--- src/rtl/lane_dly_pkg.sv ---
// lane_dly_pkg: shared FSM states, command opcodes and response status codes for the lane delay sequencer.
package lane_dly_pkg;

    typedef enum logic [2:0] {IDLE, PAUSE, PULSE, GAP, HOLD, RESP} state_e;

    localparam logic OP_MOVE = 1'b0;
    localparam logic OP_LOAD = 1'b1;

    localparam logic [1:0] ST_OK   = 2'b00;
    localparam logic [1:0] ST_OOR  = 2'b01;
    localparam logic [1:0] ST_ZERO = 2'b10;

    function automatic int max3(input int a, input int b, input int c);
        int m;
        m = (a > b) ? a : b;
        return (m > c) ? m : c;
    endfunction

endpackage

--- src/rtl/lane_dly_cycle_timer.sv ---
// lane_dly_cycle_timer: loadable down-counter timing the PAUSE/GAP/HOLD windows; done while the count is zero.
module lane_dly_cycle_timer
    import lane_dly_pkg::*;
#(
    parameter int W = 3
) (
    input  logic         clk_i,
    input  logic         rst_ni,
    input  logic         load_i,
    input  logic [W-1:0] load_val_i,
    output logic         done_o
);

    logic [W-1:0] cnt_q, cnt_d;

    assign cnt_d  = load_i ? load_val_i : (cnt_q != '0) ? cnt_q - 1'b1 : cnt_q;
    assign done_o = (cnt_q == '0);

    always_ff @(posedge clk_i or negedge rst_ni) begin
        if (!rst_ni) cnt_q <= '0;
        else         cnt_q <= cnt_d;
    end

endmodule

--- src/rtl/lane_dly_sequencer.sv ---
// lane_dly_sequencer: per-lane LANECTRL delay-line command sequencer wrapping each load/move in a clock-pause window.
// Optional LANE_DLY_TAP_TRACK_EN adds RX/TX tap position tracking with saturation abort.
module lane_dly_sequencer
    import lane_dly_pkg::*;
#(
    parameter int TAP_W        = 8,
    parameter int PAUSE_SETUP  = 2,
    parameter int PAUSE_HOLD   = 2,
    parameter int MOVE_GAP     = 4,
    parameter int LOAD_TAP_VAL = 1
) (
    input  logic             FAB_CLK,
    input  logic             RESET_N,
    input  logic             CMD_VALID,
    output logic             CMD_READY,
    input  logic             CMD_OP,
    input  logic             CMD_SEL,
    input  logic             CMD_DIR,
    input  logic [TAP_W-1:0] CMD_TAPS,
    output logic             RSP_VALID,
    output logic [1:0]       RSP_STATUS,
    output logic [TAP_W-1:0] RSP_TAPS_DONE,
    output logic             BUSY,
    input  logic             RX_DELAY_LINE_OUT_OF_RANGE,
    input  logic             TX_DELAY_LINE_OUT_OF_RANGE,
    output logic             DELAY_LINE_SEL,
    output logic             DELAY_LINE_LOAD,
    output logic             DELAY_LINE_DIRECTION,
    output logic             DELAY_LINE_MOVE,
    output logic             HS_IO_CLK_PAUSE
`ifdef LANE_DLY_TAP_TRACK_EN
    ,
    output logic [TAP_W-1:0] RX_TAP_POS,
    output logic [TAP_W-1:0] TX_TAP_POS
`endif
);

    localparam int CNT_W = $clog2(max3(PAUSE_SETUP, PAUSE_HOLD, MOVE_GAP)) + 1;
    localparam logic [CNT_W-1:0] SETUP_LD = CNT_W'(PAUSE_SETUP - 1);
    localparam logic [CNT_W-1:0] GAP_LD   = CNT_W'(MOVE_GAP - 1);
    localparam logic [CNT_W-1:0] HOLD_LD  = CNT_W'(PAUSE_HOLD - 1);

    state_e           state_q, state_d;
    logic [1:0]       st_q, st_d;
    logic             op_q, sel_q, dir_q;
    logic [TAP_W-1:0] taps_q, done_q;
    logic             ready_q, busy_q, rsp_valid_q;
    logic [1:0]       rsp_status_q;
    logic [TAP_W-1:0] rsp_taps_q;
    logic             pause_q, move_q, load_q;
    logic             tmr_load, tmr_done;
    logic [CNT_W-1:0] tmr_val;
    logic             zero, oor, more, sat, go;

    lane_dly_cycle_timer #(.W(CNT_W)) u_timer (
        .clk_i      (FAB_CLK),
        .rst_ni     (RESET_N),
        .load_i     (tmr_load),
        .load_val_i (tmr_val),
        .done_o     (tmr_done)
    );

    assign zero = (CMD_OP == OP_MOVE) && (CMD_TAPS == '0);
    assign oor  = sel_q ? TX_DELAY_LINE_OUT_OF_RANGE : RX_DELAY_LINE_OUT_OF_RANGE;
    assign more = (op_q == OP_MOVE) && (done_q < taps_q);
    assign go   = !oor && more && !sat;

`ifdef LANE_DLY_TAP_TRACK_EN
    logic [TAP_W-1:0] rx_pos_q, tx_pos_q, pos;

    assign pos        = sel_q ? tx_pos_q : rx_pos_q;
    // A pulse that would push the tracked position past either rail is never issued.
    assign sat        = (op_q == OP_MOVE) && (dir_q ? (&pos) : (pos == '0));
    assign RX_TAP_POS = rx_pos_q;
    assign TX_TAP_POS = tx_pos_q;

    always_ff @(posedge FAB_CLK or negedge RESET_N) begin
        if (!RESET_N) begin
            rx_pos_q <= TAP_W'(LOAD_TAP_VAL);
            tx_pos_q <= TAP_W'(LOAD_TAP_VAL);
        end else if (state_q == PULSE) begin
            if (!sel_q) rx_pos_q <= (op_q == OP_LOAD) ? TAP_W'(LOAD_TAP_VAL) : dir_q ? rx_pos_q + 1'b1 : rx_pos_q - 1'b1;
            if (sel_q)  tx_pos_q <= (op_q == OP_LOAD) ? TAP_W'(LOAD_TAP_VAL) : dir_q ? tx_pos_q + 1'b1 : tx_pos_q - 1'b1;
        end
    end
`else
    logic unused_cfg;

    assign sat        = 1'b0;
    assign unused_cfg = ^TAP_W'(LOAD_TAP_VAL);
`endif

    always_comb begin
        state_d  = state_q;
        st_d     = st_q;
        tmr_load = 1'b0;
        tmr_val  = HOLD_LD;
        case (state_q)
            IDLE: if (CMD_VALID) begin
                state_d  = zero ? RESP : PAUSE;
                st_d     = zero ? ST_ZERO : ST_OK;
                tmr_load = 1'b1;
                tmr_val  = SETUP_LD;
            end
            PAUSE: if (tmr_done) begin
                state_d  = sat ? HOLD : PULSE;
                st_d     = sat ? ST_OOR : ST_OK;
                tmr_load = sat;
            end
            PULSE: begin
                state_d  = GAP;
                tmr_load = 1'b1;
                tmr_val  = GAP_LD;
            end
            GAP: if (tmr_done) begin
                state_d  = go ? PULSE : HOLD;
                st_d     = (oor || (more && sat)) ? ST_OOR : ST_OK;
                tmr_load = !go;
            end
            HOLD:    state_d = tmr_done ? RESP : HOLD;
            RESP:    state_d = IDLE;
            default: state_d = IDLE;
        endcase
    end

    // Outputs are registered from the next state so they align with the state they describe.
    always_ff @(posedge FAB_CLK or negedge RESET_N) begin
        if (!RESET_N) begin
            state_q      <= IDLE;
            st_q         <= ST_OK;
            op_q         <= OP_MOVE;
            sel_q        <= 1'b0;
            dir_q        <= 1'b0;
            taps_q       <= '0;
            done_q       <= '0;
            ready_q      <= 1'b1;
            busy_q       <= 1'b0;
            rsp_valid_q  <= 1'b0;
            rsp_status_q <= ST_OK;
            rsp_taps_q   <= '0;
            pause_q      <= 1'b0;
            move_q       <= 1'b0;
            load_q       <= 1'b0;
        end else begin
            state_q     <= state_d;
            st_q        <= st_d;
            ready_q     <= (state_d == IDLE);
            busy_q      <= (state_d != IDLE);
            rsp_valid_q <= (state_d == RESP);
            pause_q     <= (state_d == PAUSE) || (state_d == PULSE) || (state_d == GAP) || (state_d == HOLD);
            move_q      <= (state_d == PULSE) && (op_q == OP_MOVE);
            load_q      <= (state_d == PULSE) && (op_q == OP_LOAD);
            if (state_q == IDLE && CMD_VALID) begin
                op_q   <= CMD_OP;
                sel_q  <= CMD_SEL;
                dir_q  <= CMD_DIR;
                taps_q <= CMD_TAPS;
                done_q <= '0;
            end else if (state_q == PULSE && op_q == OP_MOVE) begin
                done_q <= done_q + 1'b1;
            end
            if (state_d == RESP) begin
                rsp_status_q <= st_d;
                rsp_taps_q   <= (st_d == ST_ZERO) ? '0 : (op_q == OP_LOAD) ? TAP_W'(1) : done_q;
            end
        end
    end

    assign CMD_READY            = ready_q;
    assign BUSY                 = busy_q;
    assign RSP_VALID            = rsp_valid_q;
    assign RSP_STATUS           = rsp_status_q;
    assign RSP_TAPS_DONE        = rsp_taps_q;
    assign DELAY_LINE_SEL       = sel_q;
    assign DELAY_LINE_DIRECTION = dir_q;
    assign DELAY_LINE_MOVE      = move_q;
    assign DELAY_LINE_LOAD      = load_q;
    assign HS_IO_CLK_PAUSE      = pause_q;

endmodule
--- config.mk ---
export PLATFORM = sky130hd
export DESIGN_NAME = lane_dly_sequencer
export DESIGN_NICKNAME = d
export VERILOG_FILES = /design/src/rtl/lane_dly_pkg.sv /design/src/rtl/lane_dly_cycle_timer.sv /design/src/rtl/lane_dly_sequencer.sv
export SDC_FILE = /design/constraint.sdc
export NUM_CORES = 1
export LEC_CHECK = 0
export CAP_MARGIN = 10
export CORE_MARGIN = 4
export CORE_UTILIZATION = 45
export CTS_CLUSTER_SIZE = 28
export DETAILED_ROUTE_END_ITERATION = 7
export MAX_ROUTING_LAYER = met4
export PLACE_DENSITY_LB_ADDON = 0.2
export SETUP_SLACK_MARGIN = 0.15
export SKIP_CTS_REPAIR_TIMING = 1
export SLEW_MARGIN = 0
export SYNTH_ARGS = -nofsm -noshare
export SYNTH_HDL_FRONTEND = slang
export SYNTH_SLANG_ARGS = --single-unit
--- constraint.sdc ---
create_clock -name FAB_CLK -period 2.4 [get_ports FAB_CLK]
set_input_delay 0.36 -clock FAB_CLK [delete_from_list [all_inputs] [get_ports FAB_CLK]]
set_output_delay 0.36 -clock FAB_CLK [all_outputs]
set_load 0.02 [all_outputs]
Yosys cells after proc, flatten, opt, wreduce, memory -nomap -nowiden
Index checks and enable logic that the tools add are counted.
{"block": "word_totals", "regBits": 43, "in_bits": 16, "output_inout_bits": 18, "elab_cells": 75}
{"block": "op_classes", "addsub": 2, "n_lt_le_gt_ge": 1, "n_eq_ne": 10, "muxes": 24, "bitwise_logic": 2, "reduce_logical": 20}
{"op": "8-bit 2-to-1 mux", "count": 4}
{"op": "3-bit 2-to-1 mux", "count": 7}
{"op": "3-bit case mux with 5 select lines", "count": 1}
{"op": "3-bit by 2-bit equality test with 1-bit output (second input constant)", "count": 4}
{"op": "2-bit 2-to-1 mux", "count": 5}
{"op": "3-bit equality test (second input constant)", "count": 3}
{"op": "3-bit zero test", "count": 3}
{"op": "8-bit by 1-bit adder with 8-bit output (second input constant)", "count": 1}
{"op": "8-bit zero test", "count": 1}
{"op": "8-bit less-than comparator", "count": 1}
{"op": "1-bit logical AND", "count": 7}
{"op": "3-bit by 1-bit equality test with 1-bit output (second input constant)", "count": 2}
{"op": "2-bit case mux with 3 select lines", "count": 1}
{"op": "3-bit nonzero test", "count": 2}
{"op": "1-bit 2-to-1 mux", "count": 5}
{"op": "2-bit nonzero test", "count": 2}
{"op": "1-bit logical OR", "count": 3}
{"op": "1-bit case mux with 3 select lines", "count": 1}
{"op": "3-bit by 1-bit subtractor with 3-bit output (second input constant)", "count": 1}
{"op": "2-bit equality test (second input constant)", "count": 1}
{"op": "1-bit zero test", "count": 2}
{"op": "1-bit inverter", "count": 2}

Longest topological paths before layout
Gate-level depths: netlist (run 1).
{"block": "logic_depth", "depth_word": 10, "depth_mapped": 9, "ltp_nobuf": 9}

Hierarchy
From an unflattened synthesis (run 1), not the netlist that was laid out.
{"block": "unflattened", "cells_unflattened": 203, "area_unflattened_um2": 2088.3}
{"module": "lane_dly_sequencer", "instances": 1, "cells_each": 182, "area_per_inst_um2": 1888.1, "seq_area_each_um2": 1002.2}
{"module": "lane_dly_cycle_timer", "instances": 1, "cells_each": 21, "area_per_inst_um2": 200.2, "seq_area_each_um2": 75.1}

Least setup slack after synthesis (run 1)
OpenSTA, ideal clock, no wires.
{"block": "synth_path", "path_kind": "reg-to-reg", "start": "register done_q[1]", "end": "register rsp_status_q[0], in the netlist RSP_STATUS[0]", "setup_ns": 0.125, "arrival_time_ns": 2.103, "required_time_ns": 2.275, "slack_ns": 0.172, "stages_incl_launch_ff": 9, "path_buffers": 0, "period_less_slack_ns": 2.228, "cell_sequence": "dfrtp_1 -> ha_1 -> or3b_1 -> o2111ai_1 -> a31o_2 -> a211oi_2 -> o31ai_4 -> inv_4 -> mux2_4"}
{"block": "synth_between", "elab_chain_cells": 7}
{"item": "from (decl)", "line": "lane_dly_sequencer.sv:46", "rtl": "logic [TAP_W-1:0] taps_q, done_q;"}
{"item": "from (signal assigned)", "line": "lane_dly_sequencer.sv:160", "rtl": "done_q <= done_q + 1'b1;"}
{"item": "8-bit less-than comparator", "line": "lane_dly_sequencer.sv:65", "rtl": "assign more = (op_q == OP_MOVE) && (done_q < taps_q);"}
{"item": "1-bit logical AND", "line": "lane_dly_sequencer.sv:65"}
{"item": "1-bit logical AND", "line": "lane_dly_sequencer.sv:66", "rtl": "assign go = !oor && more && !sat;"}
{"item": "3-bit 2-to-1 mux", "line": "lane_dly_sequencer.sv:116", "rtl": "state_d = go ? PULSE : HOLD;"}
{"item": "3-bit 2-to-1 mux", "line": "lane_dly_sequencer.sv:115", "rtl": "GAP: if (tmr_done) begin"}
{"item": "3-bit case mux with 5 select lines", "line": "lane_dly_sequencer.sv:98", "rtl": "case (state_q)"}
{"item": "3-bit equality test", "line": "lane_dly_sequencer.sv:162", "rtl": "if (state_d == RESP) begin"}
{"item": "to (signal assigned)", "line": "lane_dly_sequencer.sv:163", "rtl": "rsp_status_q <= st_d;"}
{"item": "to (decl)", "line": "lane_dly_sequencer.sv:48", "rtl": "logic [1:0] rsp_status_q;"}
No other way between the ends.
A chain may end at the register's enable or synchronous reset.

Worst setup path after layout (run 1)
{"block": "layout_path", "start": "register done_q[5]", "end": "register rsp_taps_q[5], in the netlist RSP_TAPS_DONE[5]"}
{"block": "layout_between", "elab_chain_cells": 7, "word_cells_on_any_way": 9, "cone_classes": "1 x order compare; 1 x eq/ne; 5 x mux; 2 x reduce/logical"}
{"item": "8-bit less-than comparator", "line": "lane_dly_sequencer.sv:65"}
{"item": "1-bit logical AND", "line": "lane_dly_sequencer.sv:65"}
{"item": "1-bit logical AND", "line": "lane_dly_sequencer.sv:66"}
{"item": "3-bit 2-to-1 mux", "line": "lane_dly_sequencer.sv:116"}
{"item": "3-bit 2-to-1 mux", "line": "lane_dly_sequencer.sv:115"}
{"item": "3-bit case mux with 5 select lines", "line": "lane_dly_sequencer.sv:98"}
{"item": "3-bit equality test", "line": "lane_dly_sequencer.sv:162"}
{"item": "to (signal assigned)", "line": "lane_dly_sequencer.sv:164", "rtl": "rsp_taps_q <= (st_d == ST_ZERO) ? '0 : (op_q == OP_LOAD) ? TAP_W'(1) : done_q;"}
{"item": "to (decl)", "line": "lane_dly_sequencer.sv:49", "rtl": "logic [TAP_W-1:0] rsp_taps_q;"}
Several ways; a longest one is shown, not always the timed one.

==> run summary, run 1 <==
Counting instances in the post-synthesis netlist gives the leading cell types as sky130_fd_sc_hd__dfrtp_1 (42), sky130_fd_sc_hd__nand2_1 (24), sky130_fd_sc_hd__nor2_1 (17), sky130_fd_sc_hd__inv_1 (15). Adding up every negative setup slack in the final design gives 0 ns. The critical path is of the reg2reg type.

The number of endpoints with negative hold slack in the final report is 0. The cell leakage power came out at 0.00120 µW. In this run the worst path has a maximum fanout of 7.

The CTS tree is yes. TritonCTS created 5 clock buffers. The deepest level of the CTS H-tree is 2. The cell count after synthesis came out at 184. Setup repair after global routing could not meet its margin everywhere. The detailed router finished its first iteration with 75 violations. At the pin with the least slew margin, the transition time is 0.926 ns. The setup-violating endpoint count in the final report came out at 0. The fraction of post-synthesis cell area in the top cell type by area came out at 51.8%.

The initial standard-cell utilization of the core came out at 46.6%. The aggregate routed wire length is 4520 µm. The worst-case IR drop observed on VDD is 673 µV. The width of the die is 75.2 µm. The number of global-route vias before repair was 1560.

By instance count, the leading cell after synthesis is sky130_fd_sc_hd__dfrtp_1. The multi-input combinational cells in the finished layout cover a total of 895 µm². For this design the top-level I/O count stands at 34. The HPWL after detailed placement came out at 3370 µm. The max-slew violation count is 0. The share of flip-flops with an asynchronous set or reset after synthesis came out at 100%. For this design the ratio of total power to cell area is 1220 mW/mm². The number of nets in the layout is 256. The average cell area after synthesis came out at 11.0 µm². The endpoint type of the worst setup path is a register.

The number of antenna violations at the first check in global routing was 0. Compared with the post-synthesis result, the final layout area differs by 29.4%. The min-delay analysis places its worst path in the category in2async. After layout, the design draws a total of 3200 µW. The arrival time of the worst setup path came out at 2.37 ns. The remaining max-slew budget at the tightest pin is 38.3%. The combinational fraction of design power came out at 44.8%. The number of synthesized flops with an enable pin is 0. The number of synthesized register bits is 43. The required time of the critical path is 2.60 ns. CTS placed an instance of sky130_fd_sc_hd__clkbuf_8 at the clock tree root. The DRC violations left is 0. The clock latency reported for the late side of the worst-skew pair came out at 0.30 ns. The warning count from the yosys run is 0. The core box area is 0.00435 mm².

The global routing usage summed across all routing layers is 17.9%. The detailed router used layers up to and including met4. The die covers 0.00565 mm². Clock skew on the completed layout was measured at 0.0134 ns.

Routability-driven placement finished with a final weighted congestion of 0.855. The netlist uses 44 different library cells. After detailed routing, the met3 layer carries 172 µm of wire. The first-pass GRT wire length is 7380 µm.

Across the whole layout, storage elements account for 0.00108 mm². The post-route netlist has 19.0% of its cells at a drive strength greater than 1. The detail route stage leaves a number of antenna-violating nets equal to 0. After layout, the worst path uses 90.7% of the clock period.

Summed over all instances, the cell type with the most area after synthesis is sky130_fd_sc_hd__dfrtp_1. When the netlist entered floorplanning its net count stood at 210. The number of iterations in the first detailed-routing pass is 4. The final critical-path required period came out at 2.18 ns. The net switching power of the design came out at 1180 µW. The routed layout has 1533 vias. The total congestion overflow came out at 0.

The number of diodes added for antenna fixing is 0. After floorplanning, the core was divided into 24 placement rows. Clock-pin slew was measured on the worst setup and hold paths at 0.08 ns. The beginning of the critical path is done_q[5]$_DFFE_PN0P_. The CTS sink count is 43.

The mean number of vias per cell is 5.42. The number of max-cap violations is 0. In the final routing, the length of wire on met1 measures 1890 µm.

The flow ran to the end, and the final reports show no timing, DRC or antenna violations. The average detailed-routed wire length per instance is 16.0 µm. The share of power burned in the clock network came out at 18.4%. In this run switching power makes up 37.1% of total power.

The worst setup path is launched from a register. Sequential elements use 53.1% of the synthesized area. The number of fill cells in the layout came out at 353. The sequential share of power is 36.8%.

The fmax is 459 MHz. The met2 wire length came out at 2400 µm. In the synthesized netlist the dominant register cell turns out to be sky130_fd_sc_hd__dfrtp_1. The number of buffers added on ports came out at 33. The internal power came out at 2010 µW. The height of the die is 75.2 µm. In the post-synthesis netlist, the biggest area contributors are sky130_fd_sc_hd__dfrtp_1 (52%), sky130_fd_sc_hd__ha_1 (6.2%), sky130_fd_sc_hd__nand2_1 (4.4%). The reg-to-reg startpoint is done_q[5]$_DFFE_PN0P_. Entering global routing, the biggest net connects 44 pins. The number of buffers on the longest clock path came out at 2. The synthesized cell area came out at 0.00203 mm².
## layout make-up
type,instances,area share (%)
sequential,43,41.1
multi-input combinational,120,34.1
tap,52,2.48
timing repair buffer,44,15.5
clock buffer,6,3.14
inverter,16,2.38
clock inverter,2,1.33
## through the flow
step / cells / hold slack [ns] / setup WS, ns / cell area (µm²) / utilization (%)
floorplan: 184 / 0.0644 / 0.172 / 2030 / -
finish: 283 / 0.190 / 0.223 / 2630 / 60.3
global placement: 275 / 0.459 / 0.0560 / 2490 / 57.1
global route: 283 / 0.264 / 0.119 / 2630 / 60.3
detailed placement: 275 / 0.471 / 0.0313 / 2490 / 57.1
CTS: 283 / 0.214 / 0.154 / 2600 / 59.8
## cells by family (layout without fill, tap and decap cells)
| logic type | Yosys count | after routing | synth area share, % |
|---|---|---|---|
| fa+ha+maj | 10 | 10 | 6.17 |
| compound gates | 37 | 37 | 15.8 |
| flops | 43 | 43 | 53.1 |
| mux | 6 | 6 | 3.51 |
| xor+xnor | 7 | 7 | 3.02 |
| simple gates | 60 | 60 | 14.2 |
| buf+inv | 21 | 68 | 4.19 |
## per-layer routing
metal / vias to the layer above / GRT usage [%]
met5: - / -
met4: 0 / 5.83
met3: 8 / 4.41
met2: 26 / 28.8
met1: 766 / 22.2
li1: 733 / -
## power groups by stage
stage	combinational (µW)	clock, µW	sequential [µW]
after floorplan	769	0	1280
after global placement	1350	0	1180
final	1430	588	1180
after CTS	1420	608	1170
after detailed placement	1410	0	1180
after global routing	1600	632	1210
## state kept, by name (all words and copies together) (netlist names), 2 cells and up
register       count
RSP_TAPS_DONE      8
done_q             8
taps_q             8
state_q            3
u_timer.cnt_q      3
RSP_STATUS         2
st_q               2
## worst max-delay path, cell delays in order (launching register included)
cell and delay (ns):
sky130_fd_sc_hd__dfrtp_1 0.43, sky130_fd_sc_hd__ha_1 0.31, sky130_fd_sc_hd__o21a_1 0.13, sky130_fd_sc_hd__o211ai_1 0.09
sky130_fd_sc_hd__a31o_2 0.25, sky130_fd_sc_hd__a211oi_4 0.32, sky130_fd_sc_hd__o31ai_4 0.10, sky130_fd_sc_hd__buf_4 0.18
sky130_fd_sc_hd__a22o_2 0.25
## path summary, 6_finish.rpt
kind                                               endpoint  slack [ns]  cells past startpoint
hold reg to reg            DELAY_LINE_DIRECTION$_DFFE_PN0P_        0.48                      2
max in group asynchronous             done_q[4]$_DFFE_PN0P_        1.59                      1
setup / recovery               RSP_TAPS_DONE[5]$_DFFE_PN0P_        0.22                      8
hold / removal                        taps_q[1]$_DFFE_PN0P_        0.19                      1
setup reg to reg               RSP_TAPS_DONE[5]$_DFFE_PN0P_        0.22                      8
min in group FAB_CLK       DELAY_LINE_DIRECTION$_DFFE_PN0P_        0.48                      2
## cells in the final DEF (no fill, tap or decap), types with 2 or more instances in the layout
cell	n
sky130_fd_sc_hd__xnor2_1	2
sky130_fd_sc_hd__clkbuf_8	6
sky130_fd_sc_hd__o21a_1	3
sky130_fd_sc_hd__o21ai_0	10
sky130_fd_sc_hd__and3_1	2
sky130_fd_sc_hd__nand3_1	4
sky130_fd_sc_hd__mux2i_1	3
sky130_fd_sc_hd__buf_4	11
sky130_fd_sc_hd__xor2_1	5
sky130_fd_sc_hd__nor2_1	17
sky130_fd_sc_hd__mux2_4	2
sky130_fd_sc_hd__nor4b_2	2
sky130_fd_sc_hd__inv_1	15
sky130_fd_sc_hd__o211ai_1	2
sky130_fd_sc_hd__a32o_1	2
sky130_fd_sc_hd__o31a_2	2
sky130_fd_sc_hd__a22o_2	7
sky130_fd_sc_hd__clkdlybuf4s50_1	32
sky130_fd_sc_hd__ha_1	10
sky130_fd_sc_hd__nand2_1	24
sky130_fd_sc_hd__nor3b_1	2
sky130_fd_sc_hd__nand4_1	2
sky130_fd_sc_hd__dfrtp_1	41
Note: power is estimated with default switching activity, not from simulation.
==> run 2, diff against run 1 <==
Settings changed: ABC_AREA set to 1.
==> run 2 against run 1 <==
Effect of this change: critical path type unchanged; critical endpoint is now RSP_TAPS_DONE[7]$_DFFE_PN0P_; sequential power down 4%; sequential share of layout area shrank 0.45 points; global-route usage is 2.4 points lower; maximum frequency grew 18%; flip-flop and latch count stayed put; clock power decreased by 14%; non-clock buffer count fell by 7; largest cell class unchanged; routed wire length shrank 9.3%; worst setup slack improved by 0.33 ns.
==> run summary, run 2 <==
The aggregate routed wire length came out at 4100 µm (-9.3%). The peak supply drop is 607 µV (-9.8%). The via count is 1652 (+7.8%).

The final total negative setup slack came to 0 ns (unchanged). The share of flip-flops with an asynchronous set or reset after synthesis came out at 100% (unchanged). The total power draw came to 3000 µW (-6.1%). The number of buffers added on ports came out at 33 (unchanged).

In the post-synthesis netlist, the cell with the most instances is sky130_fd_sc_hd__nand2_1. The number of global-route vias before repair is 1682 (+7.8%). The number of synthesized register bits came out at 43 (unchanged). The area of the die came to 0.00594 mm² (+5.2%). The number of placement rows came out at 24 (unchanged). The setup-violating endpoint count in the final report is 0 (unchanged). TritonCTS built the clock tree.

The share of post-route cells with drive strength above 1 came to 12.8% (-6.2 points). The share of the cycle needed by the critical path after routing is 77.0% (-14 points). The global routing usage summed across all routing layers came to 15.5% (-2.4 points). The synthesized netlist net count is 280 (+33%).

The CTS buffer count came out at 5 (unchanged). The power density normalized to cell area was 1130 mW/mm² (-7.0%). The width of the die is 77.1 µm (+2.6%).

The final critical-path required period is 1.85 ns (-0.330 ns). The total I/O pin count is 34 (unchanged). The top cell types in the final layout, fill and taps aside, are sky130_fd_sc_hd__nand2_1 (73), sky130_fd_sc_hd__dfrtp_1 (42), sky130_fd_sc_hd__inv_1 (33).

The CTS sink count came out at 43 (unchanged). The fraction of post-synthesis cell area in the top cell type by area came out at 48.9% (-2.9 points). The largest individual stage delay along the critical path comes from the cell sky130_fd_sc_hd__dfrtp_1.

The warning count from the yosys run is 0 (unchanged). The required time of the critical path is 2.63 ns (+0.03 ns). The critical path is of the reg2reg type. The pin count of the biggest net entering global routing is 24 (-45%). The most used flip-flop cell after synthesis is sky130_fd_sc_hd__dfrtp_1. The fmax is 541 MHz (+18%). The average detailed-routed wire length per instance is 11.8 µm (-26%). The arrival time of the worst setup path came out at 2.07 ns (-0.30 ns). The worst clock skew came out at 0.00481 ns (-0.00856 ns). The highest cell delay on the worst timing path is 0.43 ns (about the same). The area growth from synthesis to layout is 23.5%. The HPWL after detailed placement is 3120 µm (-7.4%). The number of nets in the layout is 321 (+25%). The global placer's final weighted congestion is 0.819 (-4.2%).

The startpoint kind of the worst setup timing path is a register. Setup repair after global routing left no endpoint under its margin. The transition at the pin with the smallest max-transition slack came out at 0.519 ns (-0.407 ns). The clock latency reported for the late side of the worst-skew pair came out at 0.29 ns (about the same). The number of cells after detailed placement came out at 340 (+24%). The max-slew violation count came out at 0 (unchanged). The number of buffers on the longest clock path is 2 (unchanged). The flow ran to the end, and the final reports show no timing, DRC or antenna violations. The number of antenna violations at the first check in global routing is 0 (unchanged). The number of iterations in the first detailed-routing pass is 4 (unchanged). The remaining max-slew budget at the tightest pin is 65.4% (+27 points). The commonest cells after synthesis are sky130_fd_sc_hd__nand2_1 (73), sky130_fd_sc_hd__dfrtp_1 (42), sky130_fd_sc_hd__inv_1 (33), sky130_fd_sc_hd__nor2_1 (25), sky130_fd_sc_hd__o21ai_0 (14). The number of max-cap violations came to 0 (unchanged). Ranked by total cell area, the synthesized netlist is headed by sky130_fd_sc_hd__dfrtp_1 (49%), sky130_fd_sc_hd__nand2_1 (13%), sky130_fd_sc_hd__ha_1 (5.8%).

The worst hold path belongs to the class in2async. The count of nets left with antenna violations after detail routing came out at 0 (unchanged). The deepest level of the CTS H-tree came to 2 (unchanged). The number of diodes added for antenna fixing is 0 (unchanged). The first-pass GRT wire length is 7450 µm (+1.0%). The final cell count without fillers came out at 348 (+23%).

The DRC violations left is 0 (unchanged). The number of endpoints with negative hold slack in the final report is 0 (unchanged). The endpoint type of the worst setup path is a register. The number of violations reported at the end of detailed-routing iteration 0 is 55 (-27%). The core box area came out at 0.00447 mm² (+2.8%). The commonest non-fill, non-tap cell in the layout is sky130_fd_sc_hd__nand2_1.

The cell count after synthesis is 254 (+38%). The synthesized cell area is 0.00215 mm² (+5.9%). The number of distinct standard cells referenced by the synthesized netlist is 31 (-30%).

The critical path's most frequent cell is sky130_fd_sc_hd__nand2_1. The highest net fanout along the worst path is 7 (unchanged). The height of the die is 77.1 µm (+2.6%). The cell leakage power came out at 0.00129 µW (+7.0%).

The number of synthesized flops with an enable pin was 0 (unchanged). The initial standard-cell utilization of the core came out at 48.0% (+1.4 points). The average cell area after synthesis is 8.46 µm² (-23%). The tree is rooted in a sky130_fd_sc_hd__clkbuf_8. Walking the worst path, the cells encountered are ha_1 -> a21oi_1 -> o21a_1 -> nand4_1 -> nand2_1 -> a21oi_4 -> buf_4 -> nand2_1 -> nand2_1. The total congestion overflow is 0 (unchanged).

The sequential area share after synthesis came out at 50.1% (-2.9 points). The cell type contributing the most total cell area after synthesis is sky130_fd_sc_hd__dfrtp_1. The clock-pin slew on the worst setup and hold paths is 0.08 ns (about the same). The mean number of vias per cell was 4.75 (-12%).
## run 2: cell types whose count changed in the layout (fill, tap and decap cells not counted), sizes merged, moves of 7 or more
cell	change
a21oi	+13
nor2	+10
buf	-7
a22o	-7
inv	+23
o21ai	+10
nand2	+53
## run 2: final timing paths
path,from,end,slack [ns],depth (start not counted)
worst max register to register,done_q[5]$_DFFE_PN0P_,RSP_TAPS_DONE[7]$_DFFE_PN0P_,0.55,9
min in group FAB_CLK,RSP_TAPS_DONE[1]$_DFFE_PN0P_,RSP_TAPS_DONE[1]$_DFFE_PN0P_,0.47,2
max in group asynchronous,RESET_N,taps_q[6]$_DFFE_PN0P_,1.69,2
worst max-delay path,done_q[5]$_DFFE_PN0P_,RSP_TAPS_DONE[7]$_DFFE_PN0P_,0.55,9
worst min register to register,RSP_TAPS_DONE[1]$_DFFE_PN0P_,RSP_TAPS_DONE[1]$_DFFE_PN0P_,0.47,2
worst min-delay path,RESET_N,u_timer.cnt_q[2]$_DFFE_PN0P_,0.03,1
## run 2: where the power goes
group	internal [µW]	switching [µW]
combinational	534	832
clock	262	245
sequential	979	151
total	1770	1230
## run 2: stage by stage
stage               instance area, µm²  hold WS (ns)  utilization, %  setup WS [ns]
floorplan                         2150        0.0644               -          0.781
global placement                  2550         0.360            57.0          0.385
detailed placement                2550         0.364            57.0          0.340
CTS                               2650        0.0457            59.3          0.543
global route                      2650        0.0708            59.3          0.314
finish                            2650        0.0343            59.3          0.553
## run 2: critical path, delay by kind of cell (launching register included)
| family | cells | cell delay, ns |
|---|---|---|
| and+or+nand+nor | 4 | 0.37 |
| buffers and inverters | 1 | 0.19 |
| adders and majority gates | 1 | 0.31 |
| DFF | 1 | 0.43 |
| AOI/OAI and AO/OA | 3 | 0.49 |
## run 2: logic make-up after synthesis
kind of cell	Yosys count	share of synthesized area (%)
buffers and inverters	43	7.92
XOR/XNOR	1	0.408
adder cells (fa/ha/maj)	10	5.82
AND/OR/NAND/NOR	120	25.0
AO/OA/AOI/OAI	37	10.7
flip-flops	43	50.1
## run 2: per-layer routing
metal,GRT usage (%),wire length (µm)
met1,20.3,2070
met4,2.14,13
met3,3.51,141
met5,-,0
met2,25.3,1870
## run 2: final cells by class
cell class | instances | area (µm²)
multi-input cells | 168 | 901
repair buffers | 37 | 355
clock inverters | 1 | 7.51
fillers | 421 | 1820
inverters | 40 | 150
well taps | 52 | 65.1
flip-flops and latches | 43 | 1080
clock buffers | 7 | 96.3
==> run 3, diff against run 2 <==
Clock period 2.4 ns to 1.63 ns, I/O delays scaled along.
==> run 3 against run 2 <==
Effect of this change: the flow now finishes with violations (setup timing); design area is 19% higher; critical path depth rose by 3; routed wire length rose by 22%; non-clock buffer count up 33; worst hold slack worse by 0.019 ns; total power is 78% higher.
==> run summary, run 3 (same netlist as run 2, synthesis figures left out) <==
The run finished, with violations left. The final reports fail on setup timing. The share of post-route cells with drive strength above 1 was 31.6% (+19 points). Setup repair after global routing could not meet its margin everywhere. The CTS sink count was 43 (unchanged).

The average detailed-routed wire length per instance is 13.1 µm (+11%). The critical path is of the reg2reg type. The share of the cycle needed by the critical path after routing came to 110% (+33 points).

The power density normalized to cell area came out at 1690 mW/mm² (+50%). TritonCTS built the clock tree. The transition at the pin with the smallest max-transition slack came out at 0.543 ns (+0.0234 ns). The number of nets in the layout came to 354 (+10%).

The final critical-path required period is 1.80 ns (-0.0496 ns). Walking the worst path, the cells encountered are ha_1 -> nand2_2 -> inv_2 -> nand2_1 -> nand2_1 -> nand2_1 -> nand4_1 -> nand2_2 -> a21oi_4 -> buf_6 -> nand2_1 -> nand2_1. The mean number of vias per cell came out at 4.92 (+3.7%). The fmax came out at 556 MHz (+2.8%).

The number of violations reported at the end of detailed-routing iteration 0 came out at 111 (+100%). The highest cell delay on the worst timing path is 0.40 ns (-0.03 ns). The cell leakage power is 0.00175 µW (+36%). The flop-to-flop setup slack is -0.17 ns (-0.72 ns). The HPWL after detailed placement is 3360 µm (+7.9%). The number of max-cap violations is 0 (unchanged). The clock latency reported for the late side of the worst-skew pair is 0.29 ns (about the same).

The sum of buffers and inverters on the critical path came out at 2 (+1). The capturing element of the worst setup path is RSP_TAPS_DONE[5]$_DFFE_PN0P_. The endpoint type of the worst setup path is a register. The critical path depth in cells is 12 (+3). The number of placement rows is 24 (unchanged). The startpoint kind of the worst setup timing path is a register.

The worst clock skew came out at 0.00680 ns (+0.00198 ns). The cell family with the largest share of critical-path delay is simple AND/OR/NAND/NOR gates. From synthesis to final layout, the design area changed by 46.9%. The remaining max-slew budget at the tightest pin is 63.8% (-1.6 points). The initial standard-cell utilization of the core is 48.0% (unchanged). The global placer's final weighted congestion came to 0.862 (+5.3%). The number of buffers on the longest clock path is 2 (unchanged). The peak supply drop came out at 963 µV (+59%). The number of diodes added for antenna fixing is 0 (unchanged). The beginning of the critical path is done_q[2]$_DFFE_PN0P_. The number of buffers added on ports came out at 33 (unchanged). The DRC violations left is 0 (unchanged). The required time of the critical path came out at 1.86 ns (-0.77 ns). The via count came to 1875 (+13%).

In the layout the commonest cells are sky130_fd_sc_hd__nand2_1 (60), sky130_fd_sc_hd__dfrtp_1 (41), sky130_fd_sc_hd__inv_1 (30), sky130_fd_sc_hd__buf_4 (30), sky130_fd_sc_hd__nor2_1 (20). The number of global-route vias before repair was 1800 (+7.0%). The highest net fanout along the worst path came to 7 (unchanged). The CTS buffer count came to 5 (unchanged). By instance count, the cell type seen most on the critical path is sky130_fd_sc_hd__nand2_1.

The worst register-to-register path ends at RSP_TAPS_DONE[5]$_DFFE_PN0P_. The max-slew violation count is 0 (unchanged). CTS placed an instance of sky130_fd_sc_hd__clkbuf_8 at the clock tree root. The commonest non-fill, non-tap cell in the layout is sky130_fd_sc_hd__nand2_1.

The setup-violating endpoint count in the final report came out at 14 (+14). The deepest level of the CTS H-tree is 2 (unchanged). The number of fill cells in the layout is 341 (-19%). The number of cells after detailed placement is 365 (+7.4%). The area of the die came out at 0.00594 mm² (unchanged). The global routing usage summed across all routing layers came out at 16.9% (+1.4 points). The core box area came to 0.00447 mm² (unchanged). The final cell count without fillers is 381 (+9.5%). The width of the die is 77.1 µm (unchanged). The aggregate routed wire length came out at 4990 µm (+22%). The arrival time of the worst setup path is 2.03 ns (-0.04 ns). The clock-pin slew on the worst setup and hold paths is 0.08 ns (about the same). The pin count of the biggest net entering global routing is 44 (+83%).

The height of the die is 77.1 µm (unchanged). The logic depth of the worst register-to-register path came out at 12 (+3). The largest individual stage delay along the critical path comes from the cell sky130_fd_sc_hd__dfrtp_1.

The final critical-path setup slack came out at -0.168 ns (-0.720 ns). The total power draw is 5340 µW (+78%). The number of endpoints with negative hold slack in the final report is 0 (unchanged). The count of nets left with antenna violations after detail routing came out at 0 (unchanged). The first-pass GRT wire length is 7900 µm (+6.0%). The placement-stage worst setup slack is -0.244 ns (-0.585 ns). The number of iterations in the first detailed-routing pass is 4 (unchanged). The total I/O pin count was 34 (unchanged). The startpoint identified for the worst register-to-register timing path is done_q[2]$_DFFE_PN0P_. The total congestion overflow was 0 (unchanged). The worst hold path belongs to the class in2async.

The number of antenna violations at the first check in global routing came out at 0 (unchanged).
-- run 3: changes by cell type in the layout (fill, tap and decap cells not counted), moves of 4 or more --
cell,previous run,this run
sky130_fd_sc_hd__ha_4,0,4
sky130_fd_sc_hd__ha_1,10,6
sky130_fd_sc_hd__nor2_1,25,20
sky130_fd_sc_hd__clkdlybuf4s50_1,32,14
sky130_fd_sc_hd__buf_4,4,30
sky130_fd_sc_hd__dlymetal6s2s_1,0,18
sky130_fd_sc_hd__buf_6,0,7
sky130_fd_sc_hd__nand2_2,4,16
sky130_fd_sc_hd__nand2_1,73,60
-- run 3: worst min path at each step --
stage	startpoint	endpoint	slack, ns
4_1_cts	RESET_N	u_timer.cnt_q[0]$_DFFE_PN0P_	0.03
3_3_place_gp	RESET_N	u_timer.cnt_q[0]$_DFFE_PN0P_	0.35
6_report	RESET_N	DELAY_LINE_SEL$_DFFE_PN0P_	0.02
5_1_grt	RESET_N	DELAY_LINE_SEL$_DFFE_PN0P_	0.07
2_1_floorplan	RESET_N	BUSY$_DFF_PN0_	-0.05
3_5_place_dp	RESET_N	u_timer.cnt_q[0]$_DFFE_PN0P_	0.35
-- run 3: layout make-up --
cell class / instances / area, µm² / share of cell area, %
tap: 52 / 65.1 / 2.06
clock inverter: 1 / 30.0 / 0.952
multi-input combinational: 168 / 1070 / 34.0
timing repair buffer: 70 / 674 / 21.4
sequential: 43 / 1080 / 34.2
inverter: 40 / 158 / 5.00
clock buffer: 7 / 76.3 / 2.42
-- run 3: report_power, final --
part / internal (µW) / switching (µW)
combinational: 1280 / 1600
sequential: 1440 / 197
clock: 459 / 357
-- run 3: metal layers --
| layer | wire, µm | up-vias | global-route usage [%] |
|---|---|---|---|
| met2 | 2570 | 39 | 28.2 |
| met3 | 166 | 9 | 3.63 |
| met4 | 58 | 0 | 5.52 |
| met1 | 2200 | 880 | 20.3 |
| li1 | - | 947 | - |
| met5 | 0 | - | - |
-- run 3: worst reg2reg max path, stage by stage (launching register included) --
cell and delay [ns]:
sky130_fd_sc_hd__dfrtp_1 0.40, sky130_fd_sc_hd__ha_1 0.30, sky130_fd_sc_hd__nand2_2 0.05, sky130_fd_sc_hd__inv_2 0.04
sky130_fd_sc_hd__nand2_1 0.05, sky130_fd_sc_hd__nand2_1 0.08, sky130_fd_sc_hd__nand2_1 0.06, sky130_fd_sc_hd__nand4_1 0.11
sky130_fd_sc_hd__nand2_2 0.11, sky130_fd_sc_hd__a21oi_4 0.24, sky130_fd_sc_hd__buf_6 0.16, sky130_fd_sc_hd__nand2_1 0.06
sky130_fd_sc_hd__nand2_1 0.07
-- run 3: through the flow --
step / setup TNS (ns) / util, % / cell area, µm² / hold slack [ns]
after floorplan: 0 / - / 2160 / -0.0511
after global placement: -2.08 / 61.3 / 2740 / 0.354
after detailed placement: -2.98 / 61.3 / 2740 / 0.350
after CTS: -1.71 / 63.7 / 2850 / 0.0335
after global routing: -3.83 / 70.5 / 3160 / 0.0711
final: -1.80 / 70.5 / 3160 / 0.0150
